File: src/rtl/fp_single_pkg.sv
// Shared binary32 constants and payload types for the single-precision
// add/sub datapath.
package fp_single_pkg;

    localparam int unsigned EXP_BIAS  = 127;
    localparam int unsigned EXP_MAX   = 255;
    localparam int unsigned MANT_W    = 23;
    localparam int unsigned EXP_W     = 8;
    localparam int unsigned IEXP_W    = 10;   // signed working exponent
    localparam int unsigned RAW_W     = 28;   // carry + hidden + fraction + G/R/S
    localparam int unsigned NORM_W    = 27;   // hidden + fraction + G/R/S
    localparam int unsigned LZC_W     = 5;

    localparam logic [31:0] QNAN = 32'h7FC00000;
    localparam logic [31:0] PINF = 32'h7F800000;

    typedef struct packed {
        logic              sign;
        logic [EXP_W-1:0]  exp;
        logic [MANT_W-1:0] frac;
    } fp32_t;

    typedef struct packed {
        logic overflow;
        logic underflow;
        logic inexact;
    } nr_flags_t;

    // Assemble a binary32 word from its fields.
    function automatic fp32_t pack_fp32(input logic sign,
                                        input logic [EXP_W-1:0] exp,
                                        input logic [MANT_W-1:0] frac);
        fp32_t f;
        f.sign = sign;
        f.exp  = exp;
        f.frac = frac;
        return f;
    endfunction

endpackage

File: src/rtl/lzc28.sv
// Combinational 28-bit leading-zero counter; returns 28 for an all-zero input.
module lzc28
    import fp_single_pkg::*;
(
    input  logic [RAW_W-1:0] value,
    output logic [LZC_W-1:0] count
);

    // Highest set bit wins because later loop iterations overwrite earlier ones.
    always_comb begin
        count = LZC_W'(RAW_W);
        for (int i = 0; i < int'(RAW_W); i++) begin
            if (value[i]) begin
                count = LZC_W'(int'(RAW_W) - 1 - i);
            end
        end
    end

endmodule

File: src/rtl/fp_norm_round_single.sv
// Post-add normalize / round-to-nearest-even / pack stage for binary32.
// Two-stage valid/ready pipeline: S1 normalizes, S2 rounds and packs.
// Optional macro FP_NR_FLAGS_EN adds the out_flags port and flag registers.
module fp_norm_round_single
    import fp_single_pkg::*;
(
    input  logic              clk,
    input  logic              rst_n,
    input  logic              in_valid,
    output logic              in_ready,
    input  logic              in_sign,
    input  logic [EXP_W-1:0]  in_exp,
    input  logic [RAW_W-1:0]  in_mant,
    input  logic              in_special,
    input  logic [31:0]       in_special_val,
    output logic              out_valid,
    input  logic              out_ready,
    output logic [31:0]       out_result
`ifdef FP_NR_FLAGS_EN
    ,
    output logic [2:0]        out_flags
`endif
);

    localparam logic signed [IEXP_W-1:0] EXP_OVF = IEXP_W'(EXP_MAX);
    localparam logic signed [IEXP_W-1:0] EXP_ONE = IEXP_W'(1);
    localparam logic signed [IEXP_W-1:0] EXP_ZERO = '0;

    // ---------------- handshake ----------------
    logic s1_valid;
    logic s1_adv;

    assign s1_adv   = !out_valid || out_ready;
    assign in_ready = !s1_valid || s1_adv;

    // ---------------- S1: normalize ----------------
    logic [LZC_W-1:0]         lz;
    logic [LZC_W-1:0]         shamt;
    logic [NORM_W-1:0]        n_mant;
    logic signed [IEXP_W-1:0] n_exp;
    logic signed [IEXP_W-1:0] in_exp_s;

    logic                     s1_sign;
    logic signed [IEXP_W-1:0] s1_exp;
    logic [NORM_W-1:0]        s1_mant;
    logic                     s1_zero;
    logic                     s1_special;
    logic [31:0]              s1_special_val;

    lzc28 u_lzc (
        .value (in_mant),
        .count (lz)
    );

    assign in_exp_s = $signed({2'b00, in_exp});

    // Carry case folds the dropped bit into sticky; otherwise shift the hidden bit into place.
    always_comb begin
        n_mant = '0;
        n_exp  = in_exp_s;
        shamt  = '0;
        if (in_mant[RAW_W-1]) begin
            n_mant = {in_mant[RAW_W-1:2], in_mant[1] | in_mant[0]};
            n_exp  = in_exp_s + EXP_ONE;
        end else begin
            shamt  = lz - LZC_W'(1);
            n_mant = in_mant[NORM_W-1:0] << shamt;
            n_exp  = in_exp_s - $signed({{(IEXP_W-LZC_W){1'b0}}, shamt});
        end
    end

    // S1 register: loads on every accepted slot, holds while stalled.
    always_ff @(posedge clk or negedge rst_n) begin
        if (!rst_n) begin
            s1_valid       <= 1'b0;
            s1_sign        <= 1'b0;
            s1_exp         <= '0;
            s1_mant        <= '0;
            s1_zero        <= 1'b0;
            s1_special     <= 1'b0;
            s1_special_val <= '0;
        end else if (in_ready) begin
            s1_valid <= in_valid;
            if (in_valid) begin
                s1_sign        <= in_sign;
                s1_exp         <= n_exp;
                s1_mant        <= n_mant;
                s1_zero        <= (in_mant == '0);
                s1_special     <= in_special;
                s1_special_val <= in_special_val;
            end
        end
    end

    // ---------------- S2: round and pack ----------------
    logic                     round_up;
    logic [MANT_W+1:0]        rsum;
    logic signed [IEXP_W-1:0] rexp;
    logic [MANT_W-1:0]        frac;
    logic                     is_ovf;
    logic                     is_unf;
    logic [31:0]              res;

    // Round-to-nearest-even on G/R/S, renormalize on carry-out, then range-check.
    always_comb begin
        round_up = s1_mant[2] & (s1_mant[1] | s1_mant[0] | s1_mant[3]);
        rsum     = {1'b0, s1_mant[NORM_W-1:3]} + (MANT_W+2)'(round_up);
        rexp     = s1_exp;
        frac     = rsum[MANT_W-1:0];
        if (rsum[MANT_W+1]) begin
            rexp = s1_exp + EXP_ONE;
            frac = rsum[MANT_W:1];
        end
        is_ovf = (rexp >= EXP_OVF);
        is_unf = (rexp <= EXP_ZERO);
        if (s1_special) begin
            res = s1_special_val;
        end else if (s1_zero) begin
            res = '0;
        end else if (is_ovf) begin
            res = PINF | {s1_sign, 31'd0};
        end else if (is_unf) begin
            res = {s1_sign, 31'd0};
        end else begin
            res = pack_fp32(s1_sign, EXP_W'(rexp), frac);
        end
    end

    // Output register: advances when the consumer is free, otherwise holds.
    always_ff @(posedge clk or negedge rst_n) begin
        if (!rst_n) begin
            out_valid  <= 1'b0;
            out_result <= '0;
        end else if (s1_adv) begin
            out_valid <= s1_valid;
            if (s1_valid) begin
                out_result <= res;
            end
        end
    end

`ifdef FP_NR_FLAGS_EN
    nr_flags_t flags_nx;

    // Exception flags; special and exact-zero beats report none.
    always_comb begin
        flags_nx = '0;
        if (!s1_special && !s1_zero) begin
            if (is_ovf) begin
                flags_nx.overflow = 1'b1;
                flags_nx.inexact  = 1'b1;
            end else if (is_unf) begin
                flags_nx.underflow = 1'b1;
                flags_nx.inexact   = 1'b1;
            end else begin
                flags_nx.inexact = |s1_mant[2:0];
            end
        end
    end

    // Flag register tracks the result register.
    always_ff @(posedge clk or negedge rst_n) begin
        if (!rst_n) begin
            out_flags <= '0;
        end else if (s1_adv && s1_valid) begin
            out_flags <= flags_nx;
        end
    end
`endif

endmodule

File: config.mk
export PLATFORM = sky130hd
export DESIGN_NAME = fp_norm_round_single
export DESIGN_NICKNAME = d
export VERILOG_FILES = /design/src/rtl/fp_single_pkg.sv /design/src/rtl/lzc28.sv /design/src/rtl/fp_norm_round_single.sv
export SDC_FILE = /design/constraint.sdc
export NUM_CORES = 1
export LEC_CHECK = 0
export ABC_AREA = 1
export CAP_MARGIN = 10
export CORE_UTILIZATION = 40
export DETAILED_ROUTE_END_ITERATION = 6
export GPL_TIMING_DRIVEN = 0
export PLACE_DENSITY = 0.75
export SLEW_MARGIN = 15
export SYNTH_ARGS = -nofsm -noshare
export SYNTH_HDL_FRONTEND = slang
export SYNTH_SLANG_ARGS = --single-unit
export TNS_END_PERCENT = 10
File: constraint.sdc
create_clock -name clk -period 3.1 [get_ports clk]
set_input_delay 0.31 -clock clk [delete_from_list [all_inputs] [get_ports clk]]
set_output_delay 0.31 -clock clk [all_outputs]
set_load 0.03 [all_outputs]
**Word level (Yosys, flattened, before mapping)**

Cells that the tools add are included.

- $add $sub $neg: 5
- $lt $le $gt $ge: 2
- Shift-type cells: 1
- Mux-type cells: 36
- Bitwise logic cells: 4
- Reduce and logical (&&, ||, !) cells: 7

Operators by type and width:

| cell | count |
|---|---|
| two-way mux 5 bit | 16 |
| two-way mux 32 bit | 2 |
| two-way mux 31 bit | 2 |
| two-way mux 4 bit | 8 |
| logical NOT 28 bit | 1 |
| two-way mux 27 bit | 1 |
| left shift 27 x 5 -> 27 bit | 1 |
| adder 24 x 1 -> 25 bit | 1 |
| two-way mux 23 bit | 1 |
| two-way mux 10 bit | 2 |
| two-way mux 3 bit | 4 |
| adder 10 x 2 -> 10 bit, second input constant | 1 |
| greater-or-equal comparator 10 x 9 -> 1 bit, second input constant | 1 |
| <= comparator 10 x 1 -> 1 bit, second input constant | 1 |
| adder 8 x 1 -> 9 bit, second input constant | 1 |
| subtractor 8 x 5 -> 9 bit | 1 |
| subtractor 5 x 1 -> 5 bit, second input constant | 1 |
| AND reduction 2 bit | 2 |
| OR 1 bit | 3 |
| logical NOT 1 bit | 2 |
| logical OR 1 bit | 2 |
| bitwise AND 1 bit | 1 |

- Flip-flop bits (word level): 106
- Bits of input ports: 74
- Output and inout bits: 34
- Word-level logic and storage cells: 64

**Longest topological paths before layout**

- Word-level depth: 31
- Depth in mapped cells: 40
- Mapped depth without buffers: 39

**Modules after synthesis**

Synthesis repeated with hierarchy kept, for this count alone.

- Cells, all modules: 1192
- Area total of the unflattened synthesis: 7866.3 um^2

Modules (own cells, without submodules):

| module | instances | cells each | area an instance (um^2) | seq. area each (um^2) |
|---|---|---|---|---|
| fp_norm_round_single | 1 | 1108 | 7467.2 | 2652.5 |
| lzc28 | 1 | 84 | 399.1 | 0.0 |

**Least setup slack after synthesis**

Ideal clock, no wire load.

- Path type: input-to-reg
- Start: input in_mant[2]
- End: register s1_exp[5]
- Library setup time: 0.083 ns
- Arrival: 3.962 ns
- Required time: 3.017 ns
- Setup slack: -0.945 ns
- Cell stages on the path: 39
- Buffers on the path: 1
- Cells stage by stage: inv_1 -> nand2_1 -> nand2_1 -> nand2_1 -> nand2_1 -> nand2_1 -> nand2_1 -> nand2_1 -> nand2_1 -> nand2_1 -> nand2_1 -> nand2_1 -> nand2_1 -> nand2_1 -> nand2_1 -> nand2_1 -> nand2_1 -> nand2_1 -> (+3 left out) -> nand2_1 -> nand2_1 -> nand2_1 -> a21boi_1 -> ha_1 -> inv_1 -> xor2_1 -> clkbuf_1 -> ha_1 -> nand2_1 -> nor2_1 -> a211oi_1 -> or2_2 -> nand3_1 -> nand3_1 -> o21ai_0 -> xor2_1 -> o21ai_0

- Longest elaborated chain between the ends: 29

Ends and longest elaborated chain:

| item | RTL line | text |
|---|---|---|
| start, declared | fp_norm_round_single.sv:13 | `input logic [RAW_W-1:0] in_mant,` |
| two-way mux 3 bit (2 in a row) | lzc28.sv:13 | `if (value[i]) begin` |
| two-way mux 4 bit (8 in a row) | lzc28.sv:13 |  |
| two-way mux 5 bit (16 in a row) | lzc28.sv:13 |  |
| subtractor 5 x 1 -> 5 bit | fp_norm_round_single.sv:66 | `shamt = lz - LZC_W'(1);` |
| subtractor 8 x 5 -> 9 bit | fp_norm_round_single.sv:68 | `n_exp = in_exp_s - $signed({{(IEXP_W-LZC_W){1'b0}}, shamt});` |
| two-way mux 10 bit | fp_norm_round_single.sv:62 | `if (in_mant[RAW_W-1]) begin` |
| end signal, assigned | fp_norm_round_single.sv:86 | `s1_exp <= n_exp;` |
| end, declared | fp_norm_round_single.sv:44 | `logic signed [IEXP_W-1:0] s1_exp;` |

Every way passes these cells.
A chain may end at the register's enable or synchronous reset.

**Final worst setup path**

- Start: input in_mant[13]
- End: register s1_exp[5]

- Longest elaborated chain between the ends: 18

Ends and longest elaborated chain:

| item | RTL line |
|---|---|
| two-way mux 5 bit (15 in a row) | lzc28.sv:13 |
| subtractor 5 x 1 -> 5 bit | fp_norm_round_single.sv:66 |
| subtractor 8 x 5 -> 9 bit | fp_norm_round_single.sv:68 |
| two-way mux 10 bit | fp_norm_round_single.sv:62 |

Every way passes these cells.

==> impl_results.md <==
* Port bufs at 106
* Post-route ant nets at 0
* Chip Height at between 100 and 150 um
* Post-route DRC at 18
* Post-layout util at about 55%
* Post-route minimum period at around 3500 ps
* Finished Layout Cells at ~1,500
* Clock sink count at 106
* Clk_skew at approximately 9.5 ps
* Worst hold path class: primary input to register
* Startpoint Class: primary input
* Mapped Avg Cell Area at 6.63 um^2
* Final Hold Viols at 0
* Synthesis-to-finish area growth at 33.4%
* Cell taking the most area after synthesis: dfrtp_1
* Met3 usage at 3.90%
* Async S/R FF share, synth at 100%
* Root Driver: clkbuf_16
* Synthesized flop and latch total at 106
* Number of synthesized flops with an enable pin at 0
* Yosys warning count at 0
* WL/cell at approximately 18 um
* Final worst slack at -382 ps
* Share of the synthesized area in the top cell type at between 30% and 40%
* Max stage delay cell, worst path: clkdlybuf4s50_1
* CP bufs+invs at 5
* Status: finished, violations left
* Crit share post-route at 112%
* Pin count of the biggest net entering global routing at just under 90
* Total track usage at about 28%
* Fmax at roughly 0.29 GHz
* CP most frequent cell: nand2_1
* Failing checks: DRC, setup timing
* # IOs at ~110
* Final Total Pwr at approximately 5.7 mW
* First-pass GRT wire length at ~43,000 um
* Final setup violation count at slightly below 60
* Via density at ~5.6
* Post-Place Cells at ~1,500
* Met1 Usage GRT at approximately 37%
* Met2 Use GR at about 47%
* Synth Instances at about 1,100
* Pre-Repair DR Iteration Count at 7
* Clock transition at path regs at ~70 ps
* PwrDens at about 570 nW/um^2
* WS Path Type: primary input to register
* Max-cap violations at 0
* Top cells by area, synth: dfrtp_1, nand2_1, nand3_1
* Share of post-route cells with drive strength above 1 at 13.4%
* Peak VDD IR at 313 uV
* Initial Util at around 41%
* CTS tree: done
* Vias in the first global route at 7,990
* RePlAce Congestion at slightly below 1
* RSZ-0062 raised after global routing: true
* CTS buffer count at 9
* Iter 0 DRT Violations at 604
* CP arrival at around 3700 ps
* Ant diodes at 0
* Die area at about 19,000 um^2
* Worst-Skew Late Latency at between 300 and 400 ps
* Ys flop type: dfrtp_1
* Sequential element share of the synthesized area at a little over a third
* Max-slew violations at 0
* Leak pwr at around 4.6 nW
* Synth Cell Area at 7510 um^2
* Chip Width at 139 um
* Most common cell after layout, fill and taps aside: nand2_1
* Busiest grt layer: met2
* Element type at the critical path end: register
* Syn Nets at roughly 1,200
* # H-tree levels at 3
* CP max FO at 5
* Final HPWL DP at about 21,000 um
* Distinct cells, synth at 50
* Core region area at 18,100 um^2
* Total grt overflow at 0
* Most frequent cells in the layout: nand2_1, nand3_1, dfrtp_1, clkdlybuf4s50_1, inv_1
* Initial antenna violation count at 0
* Relative slew slack at a little under half
* Cell family contributing the most delay on the critical path: simple AND/OR/NAND/NOR gates
* Slowest stage delay, CP at 600 ps
* Critical Path RT at 3330 ps
* Worst slew pin tran at 796 ps
* Total number of vias at 8,496
* Row Count at between 40 and 50
* Clock buffer depth at 2
* Worst hold margin at 287 ps
* Total wire length at 27,500 um
* Layout Nets at around 1,400
[final cells by class]
| class | count | area (um^2) |
|---|---|---|
| Clock buffer | 11 | 233 |
| Tap cell | 229 | 287 |
| Timing Repair Buffer | 146 | 1410 |
| Multi-Input combinational cell | 861 | 4580 |
| Inverter | 109 | 450 |
| Sequential cell | 106 | 2650 |
| Fill cell | 1760 | 8140 |
| Buffer | 56 | 319 |
| Clock inverter | 5 | 78.8 |
[state kept, by name, indices dropped and copies added (netlist names)]
signal / cells
out_result: 32
s1_special_val: 32
s1_mant: 27
s1_exp: 10
out_valid: 1
s1_sign: 1
s1_special: 1
s1_valid: 1
s1_zero: 1
[worst paths after layout]
kind | slack [ps] | startpoint | depth (start not counted) | end
worst max-delay path | -380 | in_mant[13] | 28 | s1_exp[5]
worst min-delay path | 290 | in_mant[2] | 3 | s1_mant[1]
worst max register to register | -350 | s1_mant[3] | 23 | out_result[3]
worst min register to register | 480 | s1_special_val[18] | 2 | s1_special_val[18]
max in group asynchronous | 2060 | rst_n | 3 | s1_special_val[10]
min in group asynchronous | 360 | rst_n | 2 | s1_special_val[25]
[metal layers]
metal / routed length, um / up-vias / part of all wire, %
li1: - / 4095 / -
met1: 11700 / 3955 / 43
met2: 13100 / 385 / 47
met3: 1780 / 61 / 6.5
met4: 999 / 0 / 3.6
met5: 0 / - / 0
[cell usage after synthesis (3+ instances only)]
cell and instances:
a31oi_1 8, o21ai_1 5, inv_1 101, inv_2 3, o22ai_1 10, dfrtp_1 106
clkbuf_1 41, clkinv_1 5, o21ai_0 75, nand2_1 328, ha_1 8, o221ai_1 4
a21oi_1 85, nand3_1 162, nor3_1 17, o211ai_1 4, nor2_1 72, nor4_1 5
nand4_1 14, buf_2 4, buf_1 10, xnor2_1 4, o21a_1 4, a22oi_1 4
xor2_1 19
[where the power goes]
part	internal (mW)	total, mW	switching [mW]
combinational	0.975	2.53	1.56
clock	0.707	1.21	0.507
sequential	1.69	1.95	0.255
[through the flow]
step / TNS [ps] / instance area [um^2] / worst slack [ps]
floorplan: -6080 / 7590 / -467
global placement: -315830 / 8940 / -2270
detailed placement: -81640 / 8970 / -2220
CTS: -7920 / 9650 / -339
global route: -25820 / 10000 / -644
finish: -9590 / 10000 / -382
[cells by family after synthesis]
logic type,share of synthesized area [%]
AOI/OAI and AO/OA,15.7
DFF,35.3
xor gates and xnor gates,2.68
adders and majority gates,1.60
and+or+nand+nor,36.3
buffers and inverters,8.42
[worst min-delay path, stage by stage]
cell	delay, ps
buf_8	90
a21oi_1	60
a21oi_1	140
[timing repair]
item | in CTS | in global routing
setup buffers | 23 | 14
setup endpoints to repair | 68 | 67
gates resized for setup | 113 | 62
hold endpoints to repair | 19 | 0
pin swaps | 18 | 19
hold buffers | 1 | 0
cloned | 0 | 1
Power figures use the tool's default switching activity.
